==> src/rtl/mips_pkg.sv <==
// Shared MIPS multicycle definitions: ALU op codes, mux encodings, opcodes and
// register indices used by both the datapath and its controller.
package mips_pkg;

    localparam int unsigned XLEN     = 32;
    localparam int unsigned REG_AW   = 5;
    localparam int unsigned NUM_REGS = 32;

    typedef enum logic [2:0] {
        ALU_AND = 3'b000,
        ALU_OR  = 3'b001,
        ALU_ADD = 3'b010,
        ALU_SUB = 3'b110,
        ALU_SLT = 3'b111
    } alu_op_e;

    typedef enum logic [1:0] {
        SRCB_REG     = 2'b00,
        SRCB_FOUR    = 2'b01,
        SRCB_IMM     = 2'b10,
        SRCB_IMM_SH2 = 2'b11
    } alu_srcb_e;

    typedef enum logic [1:0] {
        PCSRC_ALU    = 2'b00,
        PCSRC_JUMP   = 2'b01,
        PCSRC_ALUOUT = 2'b10,
        PCSRC_REGA   = 2'b11
    } pc_src_e;

    localparam logic [5:0] OP_RTYPE = 6'b000000;
    localparam logic [5:0] OP_BEQ   = 6'b000100;
    localparam logic [5:0] OP_BNE   = 6'b000101;

    localparam logic [REG_AW-1:0] REG_RA = 5'd31;

    function automatic logic [XLEN-1:0] sign_ext16(input logic [15:0] imm);
        return {{16{imm[15]}}, imm};
    endfunction

endpackage

==> src/rtl/mips_regfile.sv <==
// 32x32 register file: two combinational read ports, one write port,
// register 0 hardwired to zero, all entries cleared by async reset.
module mips_regfile
    import mips_pkg::*;
(
    input  logic              clk,
    input  logic              rst,
    input  logic [REG_AW-1:0] i_raddr1,
    input  logic [REG_AW-1:0] i_raddr2,
    output logic [XLEN-1:0]   o_rdata1_c,
    output logic [XLEN-1:0]   o_rdata2_c,
    input  logic              i_we,
    input  logic [REG_AW-1:0] i_waddr,
    input  logic [XLEN-1:0]   i_wdata
);

    logic [XLEN-1:0] r_regs [NUM_REGS];

    always_ff @(posedge clk or posedge rst) begin
        if (rst) begin
            for (int i = 0; i < int'(NUM_REGS); i++) begin
                r_regs[i] <= '0;
            end
        end else if (i_we && (i_waddr != '0)) begin
            r_regs[i_waddr] <= i_wdata;
        end
    end

    // No write bypass: a same-cycle write is seen only after the edge.
    assign o_rdata1_c = (i_raddr1 == '0) ? '0 : r_regs[i_raddr1];
    assign o_rdata2_c = (i_raddr2 == '0) ? '0 : r_regs[i_raddr2];

endmodule

==> src/rtl/mips_mc_datapath.sv <==
// Multicycle MIPS datapath: PC/IR/MDR/A/B/ALUOut, inline ALU and muxes,
// register file sub-module. Sequencing comes from an external controller.
module mips_mc_datapath
    import mips_pkg::*;
(
    input  logic            clk,
    input  logic            rst,
    input  logic            PCWrite,
    input  logic            PCWriteCond,
    input  logic            IorD,
    input  logic            MemWrite,
    input  logic            MemRead,
    input  logic            IRWrite,
    input  logic            RegDst,
    input  logic            WriteRegSel,
    input  logic            MemtoReg,
    input  logic            WriteDataSel,
    input  logic            RegWrite,
    input  logic            ALUSrcA,
    input  logic [1:0]      ALUSrcB,
    input  logic [1:0]      PCSrc,
    input  logic [2:0]      ALUoperation,
    output logic            zeroflag,
    output logic [XLEN-1:0] instruction,
    output logic [XLEN-1:0] mem_addr,
    output logic [XLEN-1:0] mem_wdata,
    input  logic [XLEN-1:0] mem_rdata,
    output logic            mem_read,
    output logic            mem_write
);

    logic [XLEN-1:0]   r_pc, r_ir, r_mdr, r_a, r_b, r_aluout;
    logic [XLEN-1:0]   w_rd1, w_rd2;
    logic [XLEN-1:0]   w_alu_a, w_alu_b, w_alu_result;
    logic [XLEN-1:0]   w_imm_sext, w_wdata, w_pc_next;
    logic [REG_AW-1:0] w_wreg;
    logic [5:0]        w_opcode;
    logic              w_branch_taken, w_pc_en;

    assign w_opcode   = r_ir[31:26];
    assign w_imm_sext = sign_ext16(r_ir[15:0]);
    assign w_alu_a    = ALUSrcA ? r_a : r_pc;

    always_comb begin
        w_alu_b = r_b;
        case (ALUSrcB)
            SRCB_REG:     w_alu_b = r_b;
            SRCB_FOUR:    w_alu_b = XLEN'(4);
            SRCB_IMM:     w_alu_b = w_imm_sext;
            SRCB_IMM_SH2: w_alu_b = {w_imm_sext[XLEN-3:0], 2'b00};
            default:      w_alu_b = r_b;
        endcase
    end

    // Unlisted operation codes deliberately produce zero.
    always_comb begin
        w_alu_result = '0;
        case (ALUoperation)
            ALU_AND: w_alu_result = w_alu_a & w_alu_b;
            ALU_OR:  w_alu_result = w_alu_a | w_alu_b;
            ALU_ADD: w_alu_result = w_alu_a + w_alu_b;
            ALU_SUB: w_alu_result = w_alu_a - w_alu_b;
            ALU_SLT: w_alu_result = XLEN'($signed(w_alu_a) < $signed(w_alu_b));
            default: w_alu_result = '0;
        endcase
    end

    assign zeroflag = (w_alu_result == '0);

    always_comb begin
        w_branch_taken = 1'b0;
        if (w_opcode == OP_BEQ) begin
            w_branch_taken = zeroflag;
        end else if (w_opcode == OP_BNE) begin
            w_branch_taken = !zeroflag;
        end
    end

    always_comb begin
        w_wreg = r_ir[20:16];
        if (WriteRegSel) begin
            w_wreg = REG_RA;
        end else if (RegDst) begin
            w_wreg = r_ir[20:16];
        end else if (w_opcode == OP_RTYPE) begin
            w_wreg = r_ir[15:11];
        end
    end

    // Link writes take the PC before this edge's update.
    assign w_wdata = WriteDataSel ? r_pc : (MemtoReg ? r_mdr : r_aluout);

    always_comb begin
        w_pc_next = w_alu_result;
        case (PCSrc)
            PCSRC_ALU:    w_pc_next = w_alu_result;
            PCSRC_JUMP:   w_pc_next = {r_pc[31:28], r_ir[25:0], 2'b00};
            PCSRC_ALUOUT: w_pc_next = r_aluout;
            PCSRC_REGA:   w_pc_next = r_a;
            default:      w_pc_next = w_alu_result;
        endcase
    end

    assign w_pc_en = PCWrite | (PCWriteCond & w_branch_taken);

    mips_regfile u_regfile (
        .clk        (clk),
        .rst        (rst),
        .i_raddr1   (r_ir[25:21]),
        .i_raddr2   (r_ir[20:16]),
        .o_rdata1_c (w_rd1),
        .o_rdata2_c (w_rd2),
        .i_we       (RegWrite),
        .i_waddr    (w_wreg),
        .i_wdata    (w_wdata)
    );

    always_ff @(posedge clk or posedge rst) begin
        if (rst) begin
            r_pc     <= '0;
            r_ir     <= '0;
            r_mdr    <= '0;
            r_a      <= '0;
            r_b      <= '0;
            r_aluout <= '0;
        end else begin
            if (w_pc_en) begin
                r_pc <= w_pc_next;
            end
            if (IRWrite) begin
                r_ir <= mem_rdata;
            end
            r_mdr    <= mem_rdata;
            r_a      <= w_rd1;
            r_b      <= w_rd2;
            r_aluout <= w_alu_result;
        end
    end

    assign instruction = r_ir;
    assign mem_addr    = IorD ? r_aluout : r_pc;
    assign mem_wdata   = r_b;
    assign mem_read    = MemRead;
    assign mem_write   = MemWrite;

endmodule

==> config.mk <==
export PLATFORM = sky130hd
export DESIGN_NAME = mips_mc_datapath
export DESIGN_NICKNAME = d
export VERILOG_FILES = /design/src/rtl/mips_pkg.sv /design/src/rtl/mips_regfile.sv /design/src/rtl/mips_mc_datapath.sv
export SDC_FILE = /design/constraint.sdc
export NUM_CORES = 2
export LEC_CHECK = 0
export CAP_MARGIN = 20
export CORE_MARGIN = 2
export CORE_UTILIZATION = 55
export CTS_BUF_LIST = sky130_fd_sc_hd__clkbuf_16
export CTS_CLUSTER_DIAMETER = 80
export CTS_CLUSTER_SIZE = 12
export DETAILED_ROUTE_END_ITERATION = 10
export PLACE_DENSITY = 0.68
export SETUP_SLACK_MARGIN = 0.4
export SLEW_MARGIN = 0
export SYNTH_ARGS = -nofsm -noshare
export SYNTH_HDL_FRONTEND = slang
export SYNTH_HIERARCHICAL = 1
export SYNTH_SLANG_ARGS = --single-unit
==> constraint.sdc <==
create_clock -name clk -period 45.3 [get_ports clk]
set_clock_uncertainty 0.2 [all_clocks]
set_input_delay 6.795 -clock clk [delete_from_list [all_inputs] [get_ports clk]]
set_output_delay 6.795 -clock clk [all_outputs]
set_load 0.1 [all_outputs]
Word-level counts from Yosys, hierarchy flattened:

Cells that the tools add are included.

* register bits after elaboration: 1216
* bits in latches: 0
* RAM bits: 0
* ROM bits: 0
* bits of input ports: 53
* word-level logic and storage cells: 101
* memories: 0

* add/sub/neg operators: 2
* $mul: 0
* divide/modulo/power cells: 0
* magnitude comparators: 5
* equal/unequal tests: 12
* shifts and indexed selects: 0
* mux-type cells: 23
* bitwise operators: 8
* reductions and logical operators: 12

Operators with widths (number)
* $bwmux 1024: 1
* $mux 32: 11
* $bmux 32 s5: 2
* $pmux 32 s4: 2
* $demux 32 s5: 1
* $pmux 32 s5: 1
* $add 32x32->32: 1
* $and 32x32->32: 1
* $logic_not 32->1: 1
* $lt 32x32->1: 1
* $or 32x32->32: 1
* $sub 32x32->32: 1
* $ge 6x6->1 const B: 3
* $not 5->6: 3
* $mux 5: 3
* $eq 6x3->1 const B: 2
* $logic_not 5->1: 2
* $eq 2x2->1 const B: 4
* $eq 3x3->1 const B: 2
* $logic_not 6->1: 1
* $lt 6x1->1 const B: 1
* $reduce_bool 5->1: 1
* $eq 2x1->1 const B: 2
* $logic_not 2->1: 2
* other kinds (10): 12

Longest topological paths before layout:

* word-level depth: 11
* gate-level depth with buffers: 21

Modules after synthesis:

Netlist, hierarchy kept.

Modules (own cells, without submodules)
* mips_regfile: times used 1, cells each 3614, area each 54898.9 µm²
* mips_mc_datapath: times used 1, cells each 1477, area each 14259.9 µm²

Least setup slack after synthesis:

OpenSTA, ideal clock, no wires.

* path kind: input to output
* from: input port ALUSrcB[1]
* to: output port zeroflag
* arrival: 12.199 ns
* data required time: 38.305 ns
* slack: 26.106 ns
* stages: 17
* path buffers: 4
* cell sequence: clkbuf_1 > buf_1 > clkbuf_1 > nand3_1 > o21ai_0 > ha_1 > buf_2 > nor4_1 > nand4_1 > a31oi_1 > a211oi_2 > mux2i_1 > or4_1 > nor4_1 > nand4_1 > or4_1 > nor2_1

* cells in the longest elaborated chain, start to end: 5
* elaborated cells on any way between the ends: 12
* those cells by class: 2 x add/sub; 1 x order compare; 3 x eq/ne; 2 x mux; 2 x bitwise; 2 x reduce/logical

Ends and longest elaborated chain
* start: declaration: RTL line mips_mc_datapath.sv:20 `input logic [1:0] ALUSrcB,`
* $eq 2x2->1 (tied with other cells): RTL line mips_mc_datapath.sv:46 `case (ALUSrcB)`
* $pmux 32 s4 (*): RTL line mips_mc_datapath.sv:46
* $sub 32x32->32 (tied with other cells): RTL line mips_mc_datapath.sv:62 `ALU_SUB: w_alu_result = w_alu_a - w_alu_b;`
* $pmux 32 s5 (*): RTL line mips_mc_datapath.sv:58 `case (ALUoperation)`
* net w_alu_result[16]: RTL line mips_mc_datapath.sv:34 `logic [XLEN-1:0] w_alu_a, w_alu_b, w_alu_result;`
* $logic_not 32->1 (*): RTL line mips_mc_datapath.sv:68 `assign zeroflag = (w_alu_result == '0);`
* end: declaration: RTL line mips_mc_datapath.sv:23 `output logic zeroflag,`

The timed path passes the listed nets; every way through them passes the cells marked *.

Worst setup path in the final report:

Same ends and word-level chain as after synthesis.

==> run summary <==
The post-CTS setup buffer count came out at 0. Walking the worst path, the cells encountered are buf_2 -> and2_1 -> a21oi_1 -> o21ai_0 -> ha_1 -> nor4_1 -> nand4_1 -> a31oi_1 -> a211oi_2 -> mux2i_1 -> or4_1 -> nor4_1 -> nand4_1 -> or4_1 -> nor2_1 -> clkdlybuf4s50_1. The number of port buffers is 147.

The synthesized area per cell came out at 13.58 um^2. The minimum clock period came out at 20.84 ns. Yosys mapped a number of flops with a built-in enable equal to 0.

The area inside the core boundary is 0.1252 mm^2. The first global-routing pass estimated 333.1 mm of wire. The gate count after technology mapping is 5091.

The highest clock rate is 47.99 MHz. The initial core utilization is 55.22%. The post-cts resize count is 0. The critical path is of the input pin to output port type. The synthesized-area fraction occupied by and/or/nand/nor cells is 3.888%. The top cell type by area accounts for 44.00% of the synthesized area.

The routed length per instance is 34.90 um. The tree is rooted in a sky130_fd_sc_hd__clkbuf_16. The run finished with clean final reports. The total wire length after detailed routing came out at 232.3 mm. The area growth from synthesis to layout is 7.779%. Among all stages on the critical path, the largest delay is contributed by sky130_fd_sc_hd__clkdlybuf4s50_1. Setup violations remaining at the end of the flow were counted as 0. The top-level port count is 152. The final layout contains 5137 nets.

The arrival time at the worst endpoint came out at 13.84 ns. After routing the design area is 0.07454 mm^2. The adder-cell share of the synthesized area came out at 1.867%. STA classifies the critical path startpoint as an input pin. The number of slew-limit violations in the final report is 0. The number of hold violations in the final report is 0.

The origin of the critical flop-to-flop path is instruction[15]$_DFFE_PP0P_. The placed instances occupy a cell area of 0.07129 mm^2. The number of buffers added to fix hold violations after cts came out at 0. Summing the areas of all xor and xnor instances in the mapped netlist gives 0.2153% of the synthesized area.

The cell area after synthesis came out at 0.06916 mm^2. The global placer's final weighted congestion came out at 0.9720. The worst hold path cell count is 0. The prevailing post-synth register cell is sky130_fd_sc_hd__dfrtp_1. The slew at the pin closest to its max-slew limit is 1.342 ns. The width of the die is 358.6 um.

For this run, the register share of the synthesized area comes to 44.00%. The final total negative setup slack came out at 0 ns. The path with the worst hold slack has its endpoint at u_regfile/r_regs[1023]$_DFFE_PP0P_. The detailed-route DRC error count is 0. The share of synthesized area spent on multiplexers came out at 37.53%. The number of synthesized register bits is 1216.

The initial antenna violation count is 13. The total clock buffers created by CTS came out at 115. The via count of the first global-routing pass came to 47232. Summed over all instances, the cell type with the most area after synthesis is sky130_fd_sc_hd__dfrtp_1. The power density over the cells is 49.89 mW/mm^2. The delay of the slowest cell on the worst path is 1.15 ns.

The endpoint identified for the worst register-to-register timing path is r_pc[12]$_DFFE_PP0P_. The synthesis warning total came out at 6. The maximum vdd drop came out at 0.03322 mV. In the final layout, the share of cells above drive strength 1 is 40.51%. The TritonCTS clock tree is yes. The count of different cell masters after synthesis came out at 99.

The die extent in y came out at 358.6 um. The sum of overflow across all layers after global routing came out at 0. In this run the most critical hold path is launched from u_regfile/r_regs[1023]$_DFFE_PP0P_. The period utilization is 46.00%. The die covers 0.1286 mm^2. The complex-gate fraction of the synthesized area is 7.732%. The aggregate global-route resource usage is 36.00%.

The CTS H-tree depth came out at 3. The HPWL after detailed placement is 139.4 mm. The initialized floorplan defines 130 standard-cell rows. STA classifies the critical path endpoint as an output port. The ratio of routed vias to standard cells came out at 7.140. The clock passes through at most 3 buffers. The clock insertion delay at the later pin of the skew report is 0.76 ns. The largest family of logic cells by synthesized area is multiplexers.

The number of sinks handled by clock tree synthesis came out at 1216. Entering global routing, the biggest net connects 178 pins. The number of nets with antenna violations after routing is 0. Counting cells, the worst reg-to-reg path comes to 17.

The first detailed-routing pass ran for 5 iterations. Synthesis produced a netlist with a net count of 5246. The min-delay analysis places its worst path in the category flop to flop. The reported leakage power is 32.99 nW. The routed layout has 47510 vias. The count of max-cap constraint violations is 0. The maximum fanout along the worst path is 33.

The count of buffer and inverter cells on the critical path is 2. The flop-to-flop setup slack is 38.03 ns. The pre-CTS worst setup slack came out at 24.58 ns.

The clock transition at the register clock pins on the worst setup and hold paths after CTS is 0.06 ns. The number of DRC markers in iteration 0 came out at 5676. Total power for the finished layout comes to 3.718 mW. The post-synthesis async set-or-reset flop share came out at 100.0%. Setup repair after global routing left no endpoint under its margin.

The worst-case headroom to the max-slew limit is 9.944%. The cell family contributing the most delay on the critical path is simple AND/OR/NAND/NOR gates. The required time reported for the critical path endpoint came out at 38.31 ns.

By area the synthesized netlist is led by sky130_fd_sc_hd__dfrtp_1 44%, sky130_fd_sc_hd__mux2_2 18%, sky130_fd_sc_hd__mux4_2 15%. After layout, the worst setup slack is 24.46 ns. The end-of-flow core utilization is 59.51%.
[worst reg2reg max path: stages (launching register included)]
cell and delay, ns:
sky130_fd_sc_hd__dfrtp_1 0.51, sky130_fd_sc_hd__and2_1 0.68, sky130_fd_sc_hd__a21oi_1 0.07, sky130_fd_sc_hd__o21ai_0 0.25, sky130_fd_sc_hd__ha_1 0.47, sky130_fd_sc_hd__nor4_1 0.66
sky130_fd_sc_hd__nand4_1 0.16, sky130_fd_sc_hd__a31oi_1 0.24, sky130_fd_sc_hd__a211oi_2 0.09, sky130_fd_sc_hd__mux2i_1 0.15, sky130_fd_sc_hd__or4_1 0.60, sky130_fd_sc_hd__nor4_1 0.67
sky130_fd_sc_hd__nand4_1 0.27, sky130_fd_sc_hd__nor4_4 0.52, sky130_fd_sc_hd__a21oi_2 0.21, sky130_fd_sc_hd__nor3_4 0.38, sky130_fd_sc_hd__buf_4 0.55, sky130_fd_sc_hd__mux2_2 0.50
[power by group]
part	switching, mW	internal (mW)
clock network	0.423	0.460
logic	0.734	0.564
registers	0.206	1.33
total	1.36	2.36
[flip-flops by register name, summed over array words and instances (netlist names)]
| register | count |
|---|---|
| u_regfile/r_regs | 1024 |
| instruction | 32 |
| mem_wdata | 32 |
| r_a | 32 |
| r_aluout | 32 |
| r_mdr | 32 |
| r_pc | 32 |
[how the worst max path moves through the flow]
stage	slack (ns)	to	cells after the start	startpoint
after floorplan	9.49	u_regfile/r_regs[0]$_DFFE_PP0P_	1	rst
after global placement	24.73	zeroflag	17	ALUSrcA
after detailed placement	24.58	zeroflag	16	ALUSrcB[1]
after CTS	24.57	zeroflag	16	ALUSrcB[1]
after global routing	24.32	zeroflag	16	ALUSrcB[1]
final	24.46	zeroflag	16	ALUSrcB[1]
[final cells by class]
class | instances | area, um^2
Tap cell | 1650 | 2064
Clock inverter | 20 | 221.5
Timing Repair Buffer | 300 | 2723
Clock buffer | 116 | 2903
Sequential cell | 1216 | 30460
Fill cell | 9890 | 50710
Inverter | 104 | 407.9
Antenna cell | 3 | 7.507
Multi-Input combinational cell | 3245 | 35760
[cell usage after synthesis, drive strengths merged (51+ instances only)]
| cell type | n |
|---|---|
| nor2 | 98 |
| a22oi | 66 |
| mux2i | 188 |
| dfrtp | 1216 |
| o21ai | 211 |
| nor2b | 91 |
| mux2 | 1180 |
| clkbuf | 253 |
| a21oi | 94 |
| a221oi | 51 |
| a311oi | 68 |
| buf | 273 |
| a211oi | 79 |
| mux4 | 474 |
| nand2 | 156 |
| ha | 100 |
| inv | 103 |
[layout by cell type (no fill, tap or decap), drive strengths merged, types with 68 or more instances in the layout]
master / synthesis / routed
buf: 273 / 157
ha: 100 / 100
a211oi: 79 / 79
mux2i: 188 / 188
mux2: 1180 / 1180
inv: 103 / 115
nand2: 156 / 156
nor2: 98 / 98
mux4: 474 / 474
nor2b: 91 / 91
clkdlybuf4s50: 0 / 138
a311oi: 68 / 68
a21oi: 94 / 94
clkbuf: 253 / 121
dfrtp: 1216 / 1216
o21ai: 211 / 211
[per-stage QoR]
stage	std cells	hold slack, ns
6_report	6654	0.1960
5_1_grt	6651	0.2083
4_1_cts	6641	0.1972
3_5_place_dp	6505	0.1820
3_3_place_gp	6499	0.1763
2_1_floorplan	5091	0.2413
[cell families after synthesis]
logic type                 Yosys count
xor gates and xnor gates            17
buffers and inverters              630
and+or+nand+nor                    516
DFF                               1216
muxes                             1842
AOI/OAI and AO/OA                  768
adders and majority gates          102
[per-layer routing]
layer | wire, um | track usage [%] | vias up
met5 | 0 | 0 | -
met4 | 11510 | 16.10 | 0
met3 | 22950 | 7.985 | 554
met2 | 106100 | 55.38 | 2529
met1 | 91690 | 49.35 | 25276
li1 | - | - | 19151
Note: power is estimated with default switching activity, not from simulation.
